File: src/rtl/bullet_engine.sv
// Bullet pool for the player sprite: spawns, moves and despawns up to NUM_BULLETS
// slots once per frame, and answers per-pixel "is there a bullet here" queries.
module bullet_engine #(
  parameter int         NUM_BULLETS = 4,
  parameter logic [9:0] SPEED       = 10'd4,
  parameter logic [3:0] COOLDOWN    = 4'd8,
  parameter logic [9:0] B_SIZE      = 10'd4
) (
  input  logic                   Clk,
  input  logic                   Reset,
  input  logic                   frame_clk,
  input  logic [7:0]             keycode,
  input  logic [9:0]             Player_X,
  input  logic [9:0]             Player_Y,
  input  logic [1:0]             Player_Direction,
  input  logic [9:0]             PixelX,
  input  logic [9:0]             PixelY,
  output logic                   is_bullet,
  output logic [3:0]             Bullet_address,
  output logic [NUM_BULLETS-1:0] Active_mask,
  output logic                   Fire_pulse
);

  logic                   frame_p0, frame_p1, frame_tick;
  logic [NUM_BULLETS-1:0] active;
  logic [9:0]             pos_x [NUM_BULLETS];
  logic [9:0]             pos_y [NUM_BULLETS];
  logic [1:0]             dir   [NUM_BULLETS];
  logic [3:0]             cooldown;
  logic [NUM_BULLETS-1:0] spawn_sel;
  logic                   found_free, spawn;
  logic                   hit_any;
  logic [3:0]             hit_addr;
  logic [9:0]             dist_x, dist_y;

  function automatic logic [3:0] sat_dec(input logic [3:0] v);
    return (v == 4'd0) ? 4'd0 : v - 4'd1;
  endfunction

  // Far-edge sums are widened to 11 bits so a bullet near 1023 never wraps back on screen.
  function automatic logic leaves_screen(input logic [1:0] d, input logic [9:0] x,
                                         input logic [9:0] y);
    logic [10:0] x_far;
    logic [10:0] y_far;
    x_far = {1'b0, x} + {1'b0, SPEED} + {1'b0, B_SIZE};
    y_far = {1'b0, y} + {1'b0, SPEED} + {1'b0, B_SIZE};
    case (d)
      2'd0:    leaves_screen = (y < SPEED);
      2'd1:    leaves_screen = (y_far > 11'd480);
      2'd2:    leaves_screen = (x < SPEED);
      default: leaves_screen = (x_far > 11'd640);
    endcase
  endfunction

  assign frame_tick  = frame_p0 & ~frame_p1;
  assign Active_mask = active;

  // Lowest free slot, judged on the pre-tick active bits so a slot despawning now stays busy.
  always_comb begin
    spawn_sel  = '0;
    found_free = 1'b0;
    for (int i = 0; i < NUM_BULLETS; i++) begin
      if (!active[i] && !found_free) begin
        spawn_sel[i] = 1'b1;
        found_free   = 1'b1;
      end
    end
    spawn = frame_tick && (keycode == 8'd44) && (cooldown == 4'd0) && found_free;
  end

  // Descending scan so the lowest-index hitting slot is the one that sticks.
  always_comb begin
    hit_any  = 1'b0;
    hit_addr = 4'd0;
    dist_x   = '0;
    dist_y   = '0;
    for (int i = NUM_BULLETS - 1; i >= 0; i--) begin
      if (active[i] && (PixelX >= pos_x[i]) && (PixelY >= pos_y[i]) &&
          ({1'b0, PixelX} < {1'b0, pos_x[i]} + {1'b0, B_SIZE}) &&
          ({1'b0, PixelY} < {1'b0, pos_y[i]} + {1'b0, B_SIZE})) begin
        dist_x   = PixelX - pos_x[i];
        dist_y   = PixelY - pos_y[i];
        hit_any  = 1'b1;
        hit_addr = 4'(dist_y * B_SIZE + dist_x);
      end
    end
  end

  always_ff @(posedge Clk) begin
    if (Reset) begin
      frame_p0       <= 1'b0;
      frame_p1       <= 1'b0;
      cooldown       <= 4'd0;
      Fire_pulse     <= 1'b0;
      is_bullet      <= 1'b0;
      Bullet_address <= 4'd0;
      active         <= '0;
      for (int i = 0; i < NUM_BULLETS; i++) begin
        pos_x[i] <= '0;
        pos_y[i] <= '0;
        dir[i]   <= 2'd0;
      end
    end else begin
      // stage p0/p1: frame_clk sampling and rising-edge history
      frame_p0       <= frame_clk;
      frame_p1       <= frame_p0;
      Fire_pulse     <= spawn;
      is_bullet      <= hit_any;
      Bullet_address <= hit_addr;
      if (frame_tick) begin
        cooldown <= spawn ? COOLDOWN : sat_dec(cooldown);
        for (int i = 0; i < NUM_BULLETS; i++) begin
          if (active[i]) begin
            if (leaves_screen(dir[i], pos_x[i], pos_y[i])) begin
              active[i] <= 1'b0;
            end else begin
              case (dir[i])
                2'd0:    pos_y[i] <= pos_y[i] - SPEED;
                2'd1:    pos_y[i] <= pos_y[i] + SPEED;
                2'd2:    pos_x[i] <= pos_x[i] - SPEED;
                default: pos_x[i] <= pos_x[i] + SPEED;
              endcase
            end
          end else if (spawn && spawn_sel[i]) begin
            active[i] <= 1'b1;
            pos_x[i]  <= Player_X + 10'd14;
            pos_y[i]  <= Player_Y + 10'd22;
            dir[i]    <= Player_Direction;
          end
        end
      end
    end
  end

endmodule

File: config.mk
export PLATFORM = sky130hd
export DESIGN_NAME = bullet_engine
export DESIGN_NICKNAME = d
export VERILOG_FILES = /design/src/rtl/bullet_engine.sv
export SDC_FILE = /design/constraint.sdc
export NUM_CORES = 1
export LEC_CHECK = 0
export BUFFER_PORTS_ARGS = -buffer_cell sky130_fd_sc_hd__buf_2
export CAP_MARGIN = 40
export CORE_ASPECT_RATIO = 1.4
export CORE_UTILIZATION = 64
export CTS_BUF_LIST = sky130_fd_sc_hd__clkbuf_16
export DETAILED_ROUTE_END_ITERATION = 10
export PLACE_DENSITY = 0.87
export SYNTH_ARGS = -nofsm -noshare
export SYNTH_HDL_FRONTEND = slang
export SYNTH_SLANG_ARGS = --single-unit
File: constraint.sdc
create_clock -name Clk -period 5.1 [get_ports Clk]
set_input_delay 1.02 -clock Clk [delete_from_list [all_inputs] [get_ports Clk]]
set_output_delay 1.02 -clock Clk [all_outputs]
set_load 0.005 [all_outputs]
==> metrics <==
FP Rows=61; final setup fails=0; Slew Viols, Final=0; post-placement setup slack=1.06 ns; via count=12.2k; Die Area=20,700 um2; switch share=34.7%; relative slew slack=31.7%; internal power=0.00154 W; number of antenna violations at the first check in global routing=0; grt total ovfl=0; CTS Hold Bufs=0; Hold Fails Final Rpt=0; gate count after technology mapping=1,504; gpl congestion=1.00; pin count of the biggest net entering global routing=23; CTS buffer count=9; Die Y=170 um; Clock Power Share=29.4%; Total GRT Usage=39.9%; critical-path maximum fanout=10; global-route wire length before repair=62,300 um; status=completed; #FFs+latches synth=104; CTS tree=built; pwr/cell area=173 nW/um2; # nets final=1,792; fillers=1,580; Num Clock Sinks=104; drt first pass iters=7; max-cap violation count=0; Post-Route WL=40,400 um; min Tclk post-route=4.13 ns; Starting DRT DRC Count=1,311; Period Utilization, post-route=81.0%; Post-synth ARST share=0%; Worst Reg-to-Reg Cells=14; LEAKAGE=5.58 nW; CORE AREA=19,800 um2; crit path kind=register to register; post-route ant nets=0; detailed placement HPWL=31,500 um; Worst Slack Setup Final=0.968 ns; detail-routed via count per cell=6.82; Least-Margin Pin Slew=1.02 ns; fmax=242 MHz; RSZ-0062 raised after global routing=no; total negative slack=0 ns; Setup Fix Bufs, Post-CTS=0; die width=122 um; # diodes=0; sequential power share=42.4%; I/O pins=63; worst r2r src=pos_x[2][2]; IO buf count=62; Synth Cell Area=12,800 um2; CTS Buffer Depth=2; Root Buffer=clkbuf_16; sequential element share of the synthesized area=23.1%; Post-route DRC=0; HP Class=register to register; hold path start=frame_p0; Post-synth EDFFs=88; Peak VDD IR=0.131 mV; Fin Clk Skew=0.0106 ns; Worst Path Required=5.39 ns; drt wl/cell=22.6 um; Skew-Pair Late Insertion Delay=0.37 ns; Worst Setup Start Kind=register; mean post-synth cell area=8.54 um2; clock transition at the registers of the reported paths=0.08 ns; initial cell density of the core=65.0%; Crit path arrival time=4.43 ns; R2R setup slack=0.97 ns; CTS resizes=0; combinational power share=28.2%; layout cells sized above 1=7.81%; Yosys cell types=85; critical path startpoint=pos_x[2][2]; Fin Hold WS=0.475 ns; Critical Path End=Bullet_address[0]; switching power of the nets=0.000819 W; via count of the first global-routing pass=11.7k; htree depth=3; Syn-to-layout area delta=5.72%; yosys warns=0; worst hold path depth=1; crit path capture type=register; Synth Flop Type=edfxtp_1; Syn Nets=1,765; RR Endpoint=Bullet_address[0]
[layer usage]
metal / vias up / wire (um) / GRT usage [%]
met3: 202 / 3620 / 6.79
met5: - / 0 / 0
met4: 0 / 3150 / 30.3
met1: 5724 / 14400 / 45.3
li1: 5554 / - / -
met2: 719 / 19200 / 66.2
[cells in the final DEF (no fill, tap or decap), drive strengths merged, types with 9 or more instances in the layout]
cell | netlist | layout
nand2 | 121 | 121
nor4 | 17 | 17
or4 | 12 | 12
dfxtp | 16 | 16
edfxtp | 88 | 88
buf | 17 | 74
clkbuf | 41 | 9
nand2b | 23 | 23
xor2 | 15 | 15
o22ai | 12 | 12
a31oi | 16 | 16
nand4 | 19 | 19
fa | 16 | 16
nor3 | 43 | 43
o21bai | 10 | 10
or3 | 19 | 19
a21boi | 11 | 11
o21a | 21 | 21
a21o | 27 | 27
and3 | 12 | 12
o21ai | 55 | 55
o211ai | 23 | 23
nor2 | 100 | 100
xnor2 | 100 | 100
a22o | 10 | 10
o221ai | 9 | 9
a211o | 11 | 11
inv | 132 | 134
nand3 | 42 | 42
a211oi | 29 | 29
a21oi | 84 | 84
ha | 192 | 192
mux2i | 24 | 24
and2 | 26 | 26
[critical path, cell delays in order (launching register included)]
cell      delay (ns)
edfxtp_1        0.58
ha_1            0.38
nand2_1         0.08
or3_1           0.38
xnor2_1         0.21
inv_1           0.08
ha_1            0.29
a21o_1          0.19
a21o_1          0.17
a21oi_1         0.23
o311ai_0        0.28
a211oi_1        0.42
o21ai_1         0.24
mux2_2          0.34
o221ai_1        0.16
[layout make-up]
type / count / area (um2) / share of cell area, %
inverters: 133 / 499 / 3.68
clock inverters: 7 / 48.8 / 0.359
repair buffers: 74 / 402 / 2.96
well taps: 252 / 315 / 2.32
multi-input cells: 1209 / 9130 / 67.2
clock buffers: 9 / 225 / 1.66
flip-flops and latches: 104 / 2960 / 21.8
[flip-flops by register name, indices dropped and copies added, names as in the netlist]
signal,cells
pos_x,40
pos_y,40
dir,8
Active_mask,4
Bullet_address,4
cooldown,4
Fire_pulse,1
frame_p0,1
frame_p1,1
is_bullet,1
[metrics by stage]
stage	instances	power, W	instance area (um2)	util [%]
finish	1788	0.00236	13600	68.7
detailed placement	1772	0.00165	13300	67.3
floorplan	1504	0.00143	12800	-
CTS	1788	0.00233	13600	68.7
global placement	1768	0.00163	13300	67.2
global route	1788	0.00243	13600	68.7
[how the worst min path moves through the flow]
stage	end	slack, ns
after floorplan	frame_p1	0.44
after global placement	frame_p1	0.45
after detailed placement	frame_p1	0.46
after CTS	frame_p1	0.47
after global routing	frame_p1	0.50
final	frame_p1	0.47
[synth_stat cells (28+ instances only)]
cell type	number	area share, %
clkbuf_1	39	1.1
nand3_1	42	1.6
nor3_1	39	1.5
edfxtp_1	88	21
nor2_1	99	2.9
o21ai_0	52	2.0
xnor2_1	100	6.8
a21oi_1	84	3.3
a211oi_1	28	1.6
ha_1	192	19
inv_1	130	3.8
nand2_1	121	3.5
[cell families after synthesis]
group | count (synthesis) | synth area share, %
muxes | 27 | 2.13
xor gates and xnor gates | 115 | 7.84
DFF | 104 | 23.1
adders and majority gates | 208 | 21.2
buffers and inverters | 191 | 6.10
AOI/OAI and AO/OA | 383 | 20.7
and+or+nand+nor | 476 | 19.0
[power by group through the flow]
stage / clock network, W / registers, W / logic (W)
3_3_place_gp: 0 / 0.00101 / 0.000611
3_5_place_dp: 0 / 0.00102 / 0.000636
2_1_floorplan: 0 / 0.000987 / 0.000439
5_1_grt: 0.000707 / 0.00100 / 0.000720
6_report: 0.000693 / 0.00100 / 0.000663
4_1_cts: 0.000685 / 0.000997 / 0.000644
Power figures use the tool's default switching activity.
